===== src/rtl/uart_pkg.sv =====
// Shared types and constants for the UART transmit arbiter slice.
package uart_pkg;

    localparam int UART_DATA_W = 8;
    localparam int FRAME_CNT_W = 16;

    typedef enum logic [1:0] {
        IDLE      = 2'd0,
        LAUNCH    = 2'd1,
        WAIT_BUSY = 2'd2,
        WAIT_DONE = 2'd3
    } arb_state_t;

endpackage


===== src/rtl/uart_xmit_arbiter_if.sv =====
// Bundle of requester, transmitter and status signals around the arbiter.
//
// Handshake: requester i holds req_valid[i] high with a stable byte on
// req_data[8i+7:8i]; the byte is taken in the cycle req_ack[i] pulses, and the
// requester drops valid or presents its next byte in the following cycle.
// Valid may be withdrawn at any time before ack. Toward the transmitter,
// tx_xmitH is a one-cycle launch strobe and tx_dataH holds until tx_doneH
// (high = idle) returns high after having dropped.
interface uart_xmit_arbiter_if #(
    parameter int NUM_REQ = 4
);
    import uart_pkg::*;

    localparam int IDX_W = $clog2(NUM_REQ);

    logic [NUM_REQ-1:0]             req_valid;
    logic [UART_DATA_W*NUM_REQ-1:0] req_data;
    logic [NUM_REQ-1:0]             req_ack;
    logic                           tx_xmitH;
    logic [UART_DATA_W-1:0]         tx_dataH;
    logic                           tx_doneH;
    logic                           busy;
    logic [IDX_W-1:0]               grant_id;
    logic                           tmo_err;
    logic [FRAME_CNT_W-1:0]         frame_cnt;
    arb_state_t                     dbg_state;

    // Arbiter side
    modport master (
        input  req_valid, req_data, tx_doneH,
        output req_ack, tx_xmitH, tx_dataH, busy, grant_id, tmo_err,
               frame_cnt, dbg_state
    );

    // Producers / transmitter side
    modport slave (
        output req_valid, req_data, tx_doneH,
        input  req_ack, tx_xmitH, tx_dataH, busy, grant_id, tmo_err,
               frame_cnt, dbg_state
    );

endinterface


===== src/rtl/uart_xmit_arbiter_rr_pick.sv =====
// Rotating-priority encoder: first set request after the last grant, wrapping.
module rr_pick #(
    parameter int NUM_REQ = 4,
    parameter int IDX_W   = $clog2(NUM_REQ)
) (
    input  logic [NUM_REQ-1:0] i_req,
    input  logic [IDX_W-1:0]   i_last,
    output logic [IDX_W-1:0]   o_idx,
    output logic               o_found
);

    logic [IDX_W-1:0] w_cand;

    // Scan from farthest to nearest so the nearest candidate after i_last wins
    always_comb begin
        o_found = 1'b0;
        o_idx   = i_last;
        w_cand  = '0;
        for (int k = NUM_REQ; k >= 1; k--) begin
            w_cand = IDX_W'((int'(i_last) + k) % NUM_REQ);
            if (i_req[w_cand]) begin
                o_found = 1'b1;
                o_idx   = w_cand;
            end
        end
    end

endmodule


===== src/rtl/uart_xmit_arbiter.sv =====
// Round-robin sequencer sharing one UART transmitter among NUM_REQ producers,
// with a wait-state watchdog and a completed-frame counter.
module uart_xmit_arbiter
    import uart_pkg::*;
#(
    parameter int NUM_REQ    = 4,
    parameter int TMO_CYCLES = 1023,
    parameter int TMO_W      = 10
) (
    input  logic                 sys_clk,
    input  logic                 sys_rst,
    uart_xmit_arbiter_if.master  bus
);

    localparam int IDX_W = $clog2(NUM_REQ);

    arb_state_t             r_state;
    arb_state_t             w_next;
    logic [IDX_W-1:0]       r_grant;
    logic [IDX_W-1:0]       w_pick_idx;
    logic                   w_pick_found;
    logic [TMO_W-1:0]       r_tmo_cnt;
    logic [UART_DATA_W-1:0] r_data;
    logic [NUM_REQ-1:0]     r_ack;
    logic                   r_xmit;
    logic                   r_busy;
    logic                   r_tmo_err;
    logic [FRAME_CNT_W-1:0] r_frame_cnt;
    logic                   w_launch;
    logic                   w_abort;
    logic                   w_frame_done;
    logic                   w_tmo_hit;

    rr_pick #(
        .NUM_REQ (NUM_REQ),
        .IDX_W   (IDX_W)
    ) u_rr_pick (
        .i_req   (bus.req_valid),
        .i_last  (r_grant),
        .o_idx   (w_pick_idx),
        .o_found (w_pick_found)
    );

    assign w_tmo_hit = (r_tmo_cnt == TMO_W'(TMO_CYCLES));

    // Next-state decode; a normal exit takes precedence over the watchdog
    always_comb begin
        w_next       = r_state;
        w_launch     = 1'b0;
        w_abort      = 1'b0;
        w_frame_done = 1'b0;
        case (r_state)
            IDLE: begin
                if (w_pick_found && bus.tx_doneH) begin
                    w_next   = LAUNCH;
                    w_launch = 1'b1;
                end
            end
            LAUNCH: w_next = WAIT_BUSY;
            WAIT_BUSY: begin
                if (!bus.tx_doneH) begin
                    w_next = WAIT_DONE;
                end else if (w_tmo_hit) begin
                    w_next  = IDLE;
                    w_abort = 1'b1;
                end
            end
            WAIT_DONE: begin
                if (bus.tx_doneH) begin
                    w_next       = IDLE;
                    w_frame_done = 1'b1;
                end else if (w_tmo_hit) begin
                    w_next  = IDLE;
                    w_abort = 1'b1;
                end
            end
            default: w_next = IDLE;
        endcase
    end

    // State register
    always_ff @(posedge sys_clk or posedge sys_rst) begin
        if (sys_rst) r_state <= IDLE;
        else         r_state <= w_next;
    end

    // Latch the winner and its byte on the arbitration edge; held until the next win
    always_ff @(posedge sys_clk or posedge sys_rst) begin
        if (sys_rst) begin
            r_grant <= IDX_W'(NUM_REQ - 1);
            r_data  <= '0;
        end else if (w_launch) begin
            r_grant <= w_pick_idx;
            r_data  <= bus.req_data[{w_pick_idx, 3'b000} +: UART_DATA_W];
        end
    end

    // Registered strobes: launch/ack live only in LAUNCH, error only after abort
    always_ff @(posedge sys_clk or posedge sys_rst) begin
        if (sys_rst) begin
            r_xmit    <= 1'b0;
            r_ack     <= '0;
            r_tmo_err <= 1'b0;
            r_busy    <= 1'b0;
        end else begin
            r_xmit    <= w_launch;
            r_ack     <= w_launch ? (NUM_REQ'(1) << w_pick_idx) : '0;
            r_tmo_err <= w_abort;
            r_busy    <= (w_next != IDLE);
        end
    end

    // Watchdog: zeroed while launching, counts through both wait states
    always_ff @(posedge sys_clk or posedge sys_rst) begin
        if (sys_rst) begin
            r_tmo_cnt <= '0;
        end else if (r_state == LAUNCH) begin
            r_tmo_cnt <= '0;
        end else if (r_state == WAIT_BUSY || r_state == WAIT_DONE) begin
            r_tmo_cnt <= r_tmo_cnt + 1'b1;
        end
    end

    // Completed-frame counter, wraps naturally
    always_ff @(posedge sys_clk or posedge sys_rst) begin
        if (sys_rst)           r_frame_cnt <= '0;
        else if (w_frame_done) r_frame_cnt <= r_frame_cnt + 1'b1;
    end

    assign bus.req_ack   = r_ack;
    assign bus.tx_xmitH  = r_xmit;
    assign bus.tx_dataH  = r_data;
    assign bus.busy      = r_busy;
    assign bus.grant_id  = r_grant;
    assign bus.tmo_err   = r_tmo_err;
    assign bus.frame_cnt = r_frame_cnt;
    assign bus.dbg_state = r_state;

endmodule


===== src/flat_wrapper.sv =====
// flat-port wrapper written by rule: the top's interface ports become plain ports
module uart_xmit_arbiter_flat import uart_pkg::*;
#(
    parameter int NUM_REQ    = 4,
    parameter int TMO_CYCLES = 1023,
    parameter int TMO_W      = 10
)
  (sys_clk, sys_rst, bus_req_valid, bus_req_data, bus_tx_doneH, bus_req_ack, bus_tx_xmitH, bus_tx_dataH, bus_busy, bus_grant_id, bus_tmo_err, bus_frame_cnt, bus_dbg_state);
  uart_xmit_arbiter_if #(.NUM_REQ(NUM_REQ)) bus_i ();
  input  logic sys_clk;
  input  logic sys_rst;
  input wire logic [$bits(bus_i.req_valid)-1:0] bus_req_valid;
  input wire logic [$bits(bus_i.req_data)-1:0] bus_req_data;
  input wire logic [$bits(bus_i.tx_doneH)-1:0] bus_tx_doneH;
  output wire logic [$bits(bus_i.req_ack)-1:0] bus_req_ack;
  output wire logic [$bits(bus_i.tx_xmitH)-1:0] bus_tx_xmitH;
  output wire logic [$bits(bus_i.tx_dataH)-1:0] bus_tx_dataH;
  output wire logic [$bits(bus_i.busy)-1:0] bus_busy;
  output wire logic [$bits(bus_i.grant_id)-1:0] bus_grant_id;
  output wire logic [$bits(bus_i.tmo_err)-1:0] bus_tmo_err;
  output wire logic [$bits(bus_i.frame_cnt)-1:0] bus_frame_cnt;
  output wire logic [$bits(bus_i.dbg_state)-1:0] bus_dbg_state;
  assign bus_i.req_valid = bus_req_valid;
  assign bus_i.req_data = bus_req_data;
  assign bus_i.tx_doneH = bus_tx_doneH;
  assign bus_req_ack = bus_i.req_ack;
  assign bus_tx_xmitH = bus_i.tx_xmitH;
  assign bus_tx_dataH = bus_i.tx_dataH;
  assign bus_busy = bus_i.busy;
  assign bus_grant_id = bus_i.grant_id;
  assign bus_tmo_err = bus_i.tmo_err;
  assign bus_frame_cnt = bus_i.frame_cnt;
  assign bus_dbg_state = bus_i.dbg_state;
  uart_xmit_arbiter #(.NUM_REQ(NUM_REQ), .TMO_CYCLES(TMO_CYCLES), .TMO_W(TMO_W)) u_core (.sys_clk(sys_clk), .sys_rst(sys_rst), .bus(bus_i));
endmodule

===== config.mk =====
export PLATFORM = sky130hd
export DESIGN_NAME = uart_xmit_arbiter_flat
export DESIGN_NICKNAME = d
export VERILOG_FILES = /design/src/rtl/uart_pkg.sv /design/src/rtl/uart_xmit_arbiter_if.sv /design/src/rtl/uart_xmit_arbiter_rr_pick.sv /design/src/rtl/uart_xmit_arbiter.sv /design/src/flat_wrapper.sv
export SDC_FILE = /design/constraint.sdc
export NUM_CORES = 1
export LEC_CHECK = 0
export ABC_AREA = 1
export CAP_MARGIN = 20
export CORE_MARGIN = 8
export CORE_UTILIZATION = 49
export CTS_BUF_LIST = sky130_fd_sc_hd__clkbuf_4 sky130_fd_sc_hd__clkbuf_8
export CTS_CLUSTER_DIAMETER = 100
export DETAILED_ROUTE_END_ITERATION = 12
export GPL_TIMING_DRIVEN = 0
export HOLD_SLACK_MARGIN = 0.05
export PLACE_DENSITY_LB_ADDON = 0.2
export RECOVER_POWER = 25
export SYNTH_ARGS = -nofsm -noshare
export SYNTH_HDL_FRONTEND = slang
export SYNTH_SLANG_ARGS = --single-unit

===== constraint.sdc =====
create_clock -name sys_clk -period 1.85 [get_ports sys_clk]
set_input_delay 0.2775 -clock sys_clk [delete_from_list [all_inputs] [get_ports sys_clk]]
set_output_delay 0.2775 -clock sys_clk [all_outputs]
set_load 0.03 [all_outputs]

; ---- After elaboration in Yosys (flattened, before gate mapping)
; Index checks and enable logic that the tools add are counted.
[totals]
reg_bits = 45
input_bits = 39
out_inout_bits = 35
[op_classes]
reduce_logical = 5
eq_ne = 4
shift = 2
n_mux = 32
add_sub_neg = 6
n_lt_le_gt_ge = 4
[op_table]
columns = cell, count
row1 = $shiftx A32 B6 Y8, 1
row2 = $mux W10, 2
row3 = $add A16 B1 Y16 const B, 1
row4 = $mux W2, 8
row5 = $mux W1, 15
row6 = $lt A2 B3 Y1 const B, 4
row7 = $add A10 B1 Y10 const B, 1
row8 = $eq A10 B10 Y1 const B, 1
row9 = $bmux W1 S2, 4
row10 = $pmux W2 S4, 1
row11 = $add A2 B1 Y2 const B, 2
row12 = $add A2 B2 Y2 const B, 2
row13 = $eq A2 B2 Y1 const B, 2
row14 = $mux W4, 1
row15 = $reduce_bool A2 Y1, 2
row16 = $shl A1 B2 Y4 const A, 1
row17 = $eq A2 B1 Y1 const B, 1
row18 = $logic_not A2 Y1, 1
row19 = $pmux W1 S2, 1
row20 = $logic_and A1 B1 Y1, 1
row21 = $logic_or A1 B1 Y1, 1

; ---- Longest topological paths before layout
; Gate-level depths: netlist (run 1).
[depth]
depth_word = 11
mapped_depth = 14
mapped_depth_nobuf = 13

; ---- Cells and area by module
; Synthesis (run 1) repeated with hierarchy kept, for this count alone.
[hier_totals]
cells_unflattened = 313
area_unflattened_um2 = 2476.1
[modules_own_cells]
columns = mod, cells_each, n_inst, area_per_inst_um2, seq_area_each_um2
row1 = uart_xmit_arbiter, 266, 1, 2234.6, 1128.6
row2 = rr_pick, 47, 1, 241.5, 0.0

; ---- Worst setup path after synthesis (run 1)
; Ideal clock, no wire load.
[synth_path]
path_type = flip-flop to flip-flop
startpoint = reg u_core.r_grant[0] (netlist: u_core.bus.grant_id[0])
endpoint = reg u_core.r_data[0] (netlist: u_core.bus.tx_dataH[0])
required_time_ns = 1.733
arrival_time_ns = 1.697
n_path_buf = 2
path_stages_with_launch = 14
period_less_slack_ns = 1.814
slack_ns = 0.036
setup_ns = 0.117
cell_sequence = dfstp_2 > buf_6 > nand2_1 > nand2_2 > nand2_1 > nand2_2 > nand3_2 > buf_4 > nand3_1 > nand2_1 > nand2_1 > nand2_1 > nand2_1 > nand2_1
[synth_between]
elab_chain_cells = 10
[synth_lines]
columns = element, line
row1 = start: declaration, uart_xmit_arbiter.sv:19  ; logic [IDX_W-1:0] r_grant;
row2 = start signal: assignment, uart_xmit_arbiter.sv:90  ; r_grant <= IDX_W'(NUM_REQ - 1);
row3 = start signal: assignment, uart_xmit_arbiter.sv:93  ; r_grant <= w_pick_idx;
row4 = branches (longest 10 deep; another with $add A2 B1 Y2), n/a
row5 = end signal: assignment, uart_xmit_arbiter.sv:94  ; r_data <= bus.req_data[{w_pick_idx, 3'b000} +: UART_DATA_W];
row6 = end: declaration, uart_xmit_arbiter.sv:23  ; logic [UART_DATA_W-1:0] r_data;
; Several ways; the timed one is not identified. The select of a mux whose other input is x is not followed.
; A chain may end at the register's enable or synchronous reset.

; ---- Worst setup path after layout (run 1)
[layout_path]
startpoint = reg u_core.r_grant[0] (netlist: u_core.bus.grant_id[0])
endpoint = reg u_core.r_data[3] (netlist: u_core.bus.tx_dataH[3])
; The elaborated chain is that of the path after synthesis.

==> reports/results.ini, run 1 <==
[status]
status=finished with violations
violations=negative setup slack

[die]
die_y_um=87.1
die_w_um=87.1
rows=26
start_util_pct=49.5
coreArea_sq_mm=0.00501
die_area_sq_mm=0.00759
io_pins=74

[timing]
rsz0062_at_grt=true
fin_crit_sh_pct=103
setup-tns-final_ps=-173
hold_violations=0
skew_ps=3.69
finalSetupViolations=6
max_slew_margin_pct=40.2
fin_ws_ps=-61.4
finalMaxSlewViolations=0
min_period_ps=1910
max_freq_ghz=0.523
tightest_slew_ps=896

[route]
wl_per_cell_um=13.4
detail-route-antenna-nets=0
drc_errors=0
totalWireLength_um=6370
drt_iter0_drc=84
vias=2348
vias_per_cell=4.94
firstDrtPassIters=4

[synthesis]
syn_area_sq_mm=0.00248
postSynthAreaPerCell_sq_um=7.82
ys_seq_elements=45
yosysTopAreaCell=dfrtp_1
ys_types=34
syn_nets=358
yosysMostFrequentCell=nand2_1
ys_top_cells_by_count=nand2_1, nand3_1, dfrtp_1
yosysTopAreaCellShare_pct=43.4
ys_warn_count=0
ys.flop_type=dfrtp_1
async_flop_share_pct=100
seq_area_frac_synth_pct=45.5
synth_area_leaders=dfrtp_1, nand2_1, nand3_1
syn_inst=317
synth_edf_count=0

[final_layout]
stdcell_count=475
final_layout_size_suffix_gt1_share_pct=15.3
syn_to_final_growth_pct=46.5
nNetsFinal=445
antenna_cells=0

[critical_path]
path_max_fanout=8
required_ps=2040
critical_path_class=flop to flop
worst_setup_path_end_kind=flop
worst_r2r_path_depth=12
cp-start-kind=flop
setup.worst_path.start=u_core.bus.grant_id[0]
reg2reg_to=u_core.bus.tx_dataH[3]
cp_slowest_cell=dfstp_2
crit_arrival_ps=2100
worstSetupEndpoint=u_core.bus.tx_dataH[3]
reg2reg_from=u_core.bus.grant_id[0]
crit_path_cell_trace=clkinv_4, nand2_1, nand3_4, nand3_4, nand3_4, buf_4, nand3_1, nand2_1, nand2_1, nand2_1, nand2_1, nand2_1
r2r_slack_ps=-60
crit_path_frequent_cell=nand2_1
cpPeakStageDelay_ps=600

[clock_tree]
clock_path_buffers=2
h-tree-depth=2
cts_hold_buf=0
root_buffer=clkbuf_8
cts_buffers=5
clock_latency_ps=290
cts.sinks=45
path_clk_slew_ps=80
cts_tree=built

[power_and_ir_drop]
power.leakage_nw=1.82
vdd_ir_drop_max_v=0.00103
pwr_density_cell_mw_per_mm2=1480

[global_route]
grt_start_max_net_pins=46
antenna_found_initial=0
first_global_vias=2295
track_usage_pct=15.9
grt_pass1_wl_um=9870
grt-ovfl-total=0

[place]
io_buffers=73
dpl.cell_count=460
place.gp.congestion=0.806
place_hpwl_um=4590

[hold_path]
hold_path.class=flop to flop

[run]
cap_violations=0

-- power breakdown --
part / internal [mW] / switching [mW] / total, mW
Clock: 0.276 / 0.309 / 0.585
Sequential: 1.24 / 0.246 / 1.49
Combinational: 1.29 / 2.01 / 3.30
-- worst min path at each step --
stage / startpoint / endpoint / depth (start not counted)
floorplan: bus_tx_doneH / u_core.bus.dbg_state[0] / 2
global placement: u_core.bus.frame_cnt[15] / u_core.bus.frame_cnt[15] / 1
detailed placement: u_core.bus.frame_cnt[15] / u_core.bus.frame_cnt[15] / 1
CTS: u_core.bus.frame_cnt[15] / u_core.bus.frame_cnt[15] / 1
global route: u_core.bus.frame_cnt[15] / u_core.bus.frame_cnt[15] / 1
finish: u_core.bus.frame_cnt[15] / u_core.bus.frame_cnt[15] / 1
-- routing by layer --
metal,global-route usage [%],vias up,routed length (um)
met5,0,-,0
met1,17.6,1064,2590
li1,-,1196,-
met4,4.53,0,80
met2,28.2,78,3220
met3,5.57,10,486
-- per-stage QoR --
step	area (sq um)	util, %	hold slack [ps]	setup slack (ps)	total power [mW]
2_1_floorplan	2480	-	449	36.1	3.37
3_3_place_gp	3300	65.8	457	-321	4.16
3_5_place_dp	3300	65.8	462	-151	4.23
4_1_cts	3420	68.4	472	15.4	4.93
5_1_grt	3630	72.5	497	-180	5.74
6_report	3630	72.5	468	-61.4	5.37
-- sequential cells by signal (all words and copies together), names as in the netlist --
| signal | cells |
|---|---|
| u_core.r_tmo_cnt | 10 |
| u_core.bus.tx_xmitH | 1 |
| u_core.bus.req_ack | 4 |
| u_core.bus.tx_dataH | 8 |
| u_core.bus.busy | 1 |
| u_core.bus.frame_cnt | 16 |
| u_core.bus.tmo_err | 1 |
| u_core.bus.grant_id | 2 |
| u_core.bus.dbg_state | 2 |
-- what timing repair did --
action,CTS,global route
buffers inserted,1,4
endpoints found under the setup margin,10,18
gates resized for setup,10,43
cloned,0,3
pin swaps,0,14
-- kinds of logic (layout without fill, tap and decap cells) --
logic type / count (synthesis) / after routing / synth area share (%)
AO/OA/AOI/OAI: 17 / 17 / 3.99
XOR/XNOR: 15 / 15 / 5.30
adder cells (fa/ha/maj): 2 / 2 / 1.01
buffers and inverters: 37 / 125 / 6.66
flip-flops: 45 / 45 / 45.5
multiplexers: 1 / 1 / 0.404
AND/OR/NAND/NOR: 200 / 200 / 37.1
-- layout by cell type, fill, tap and decap left out, types with 5 or more instances in the layout --
cell	n
nor2_1	13
clkdlybuf4s50_1	68
clkbuf_8	5
o21ai_0	8
xor2_1	10
nor3_1	7
nand4_1	5
nand2_4	9
nand3_1	41
nand3_4	5
nand3_2	5
xnor2_1	5
buf_4	7
nand2_1	101
dfrtp_1	42
nand2_2	6
inv_1	25
-- critical path, delay by kind of cell (launching register included) --
| kind | cells | cell delay, ps |
|---|---|---|
| buf+inv | 2 | 300 |
| simple gates | 10 | 900 |
| flops | 1 | 600 |
-- final cells by class --
class	instances	area [sq um]
timing repair buffer	81	796
multi-input combinational	235	1350
buffer	7	66.3
inverter	29	116
tap	70	87.6
fill	417	1380
clock buffer	6	76.3
clock inverter	2	10.0
sequential	45	1130
Note: power is estimated with default switching activity, not from simulation.
==> run 2, diff against run 1 <==
Settings changed: CELL_PAD_IN_SITES_DETAIL_PLACEMENT from default to 2, CELL_PAD_IN_SITES_GLOBAL_PLACEMENT from default to 2, CORE_UTILIZATION 49 to 27.
==> run 2 against run 1 <==
Net effect: non-clock buffer count rose by 10; register-to-register slack worse by 80 ps; sequential cell count stayed put; largest cell class unchanged; combinational power rose by 22%; global-route usage down 2.6 points; critical path depth increased by 1; the flow still finishes with violations (negative setup slack).
==> reports/results.ini, run 2 (synthesized netlist as in run 1, its figures left out) <==
[timing]
skew_ps=11.1
fin_ws_ps=-139
fin_crit_sh_pct=108
finalMaxSlewViolations=0
max_freq_ghz=0.503
min_period_ps=1990
rsz0062_at_grt=true
hold_violations=0
finalSetupViolations=12
max_slew_margin_pct=43.1
tightest_slew_ps=853

[die]
die_w_um=112
coreArea_sq_mm=0.00906
start_util_pct=27.3
io_pins=74
die_area_sq_mm=0.0125
die_y_um=112
rows=35

[power_and_ir_drop]
report.power.total_mw=6.18
pwr_density_cell_mw_per_mm2=1580
power.leakage_nw=1.91
vdd_ir_drop_max_v=0.000671

[critical_path]
path_max_fanout=8
crit_arrival_ps=2180
crit_buf_inv=2
required_ps=2040
crit_path_cell_trace=buf_8, nand2_4, nand2_4, nand2_4, nand3_4, nand3_4, clkbuf_16, nand3_2, nand2_1, nand2_1, nand2_1, nand2_1, nand2_1
crit_path_frequent_cell=nand2_1
critPathTopFamily=simple AND/OR/NAND/NOR gates
cp_slowest_cell=dfstp_2
cp-start-kind=flop
critical_path_class=flop to flop
worst_setup_path_end_kind=flop
cpPeakStageDelay_ps=600

[place]
place.gp.congestion=0.755
place_hpwl_um=6220
placed_area_sq_mm=0.00337
io_buffers=73

[final_layout]
final_common_cell=nand2_1
finalInstanceArea_sq_mm=0.00392
syn_to_final_growth_pct=58.1
nNetsFinal=457
antenna_cells=0
largest_reg_flops=16
fill_cells=1012
final_layout_size_suffix_gt1_share_pct=20.6
final_cell_mix=nand2_1, clkdlybuf4s50_1, dfrtp_1, nand3_1, inv_1

[global_route]
grt-ovfl-total=0
antenna_found_initial=0
track_usage_pct=13.3
grt_start_max_net_pins=25
first_global_vias=2750
grt_pass1_wl_um=13800

[clock_tree]
cts_tree=built
cts_buffers=5
clock_latency_ps=300
path_clk_slew_ps=80
clock_path_buffers=2
root_buffer=clkbuf_8
cts.sinks=45
h-tree-depth=2

[route]
vias=2546
detail-route-antenna-nets=0
wl_per_cell_um=17.3
vias_per_cell=4.82
firstDrtPassIters=4
drc_errors=0
totalWireLength_um=9130
drt_iter0_drc=33

[status]
violations=negative setup slack
status=finished with violations

[hold_path]
hold_path.class=flop to flop

[run]
cap_violations=0

run 2: changes by cell type in the layout (fill, tap and decap cells not counted), sizes merged:
cell,delta
dlygate4sd3,-1
nand2,+1
clkbuf,+6
clkdlybuf4s50,-1
clkinv,-2
inv,+1
buf,+6
dlymetal6s2s,-1
dlygate4sd2,+3
run 2: repair_timing:
item,in CTS,in global routing
cloned,2,3
buffers inserted,4,9
endpoints found under the setup margin,17,19
endpoints found under the hold margin,0,0
pin swaps,4,46
resized for setup,29,47
hold buffers,0,0
run 2: final timing paths:
check	from	endpoint	slack (ps)	cells past startpoint
worst min-delay path	u_core.bus.tx_dataH[3]	u_core.bus.tx_dataH[3]	480	2
min in group asynchronous	sys_rst	u_core.bus.tx_xmitH	610	2
worst max-delay path	u_core.bus.grant_id[0]	u_core.bus.tx_dataH[4]	-140	13
worst min register to register	u_core.bus.tx_dataH[3]	u_core.bus.tx_dataH[3]	480	2
max in group asynchronous	sys_rst	u_core.bus.frame_cnt[0]	280	3
worst max register to register	u_core.bus.grant_id[0]	u_core.bus.tx_dataH[4]	-140	13
run 2: area by class of cell:
| type | instances | area [sq um] | share of cell area (%) |
|---|---|---|---|
| inverter | 29 | 116 | 2.97 |
| timing repair buffer | 90 | 907 | 23.2 |
| clock buffer | 8 | 97.6 | 2.49 |
| timing repair inverter | 1 | 6.26 | 0.160 |
| tap | 111 | 139 | 3.55 |
| buffer | 8 | 93.8 | 2.40 |
| sequential | 45 | 1130 | 28.9 |
| multi-input combinational | 236 | 1430 | 36.4 |
run 2: per-stage QoR:
stage / utilization [%] / TNS [ps] / setup WS (ps) / hold WS, ps / instances
after detailed placement: 37.2 / -3490 / -257 / 468 / 502
after floorplan: - / 0 / 36.1 / 449 / 317
after global routing: 43.2 / -2320 / -262 / 504 / 528
final: 43.2 / -686 / -139 / 476 / 528
after global placement: 36.9 / -24180 / -488 / 455 / 501
after CTS: 39.9 / -287 / -46.1 / 363 / 516
run 2: per-layer routing:
metal	GRT usage [%]	vias up	routed length, um
li1	-	1225	-
met1	14.2	1258	3580
met2	25.4	53	4960
met3	3.46	10	441
met4	3.28	0	148
met5	0	-	0
run 2: worst min-delay path, delay by kind of cell (launching register included):
kind | cells | cell delay (ps)
AND/OR/NAND/NOR | 2 | 100
flip-flops | 1 | 350
run 2: where the power goes:
part	internal, mW	total, mW	switching [mW]
clock	0.335	0.661	0.326
sequential	1.25	1.49	0.246
combinational	1.65	4.03	2.37
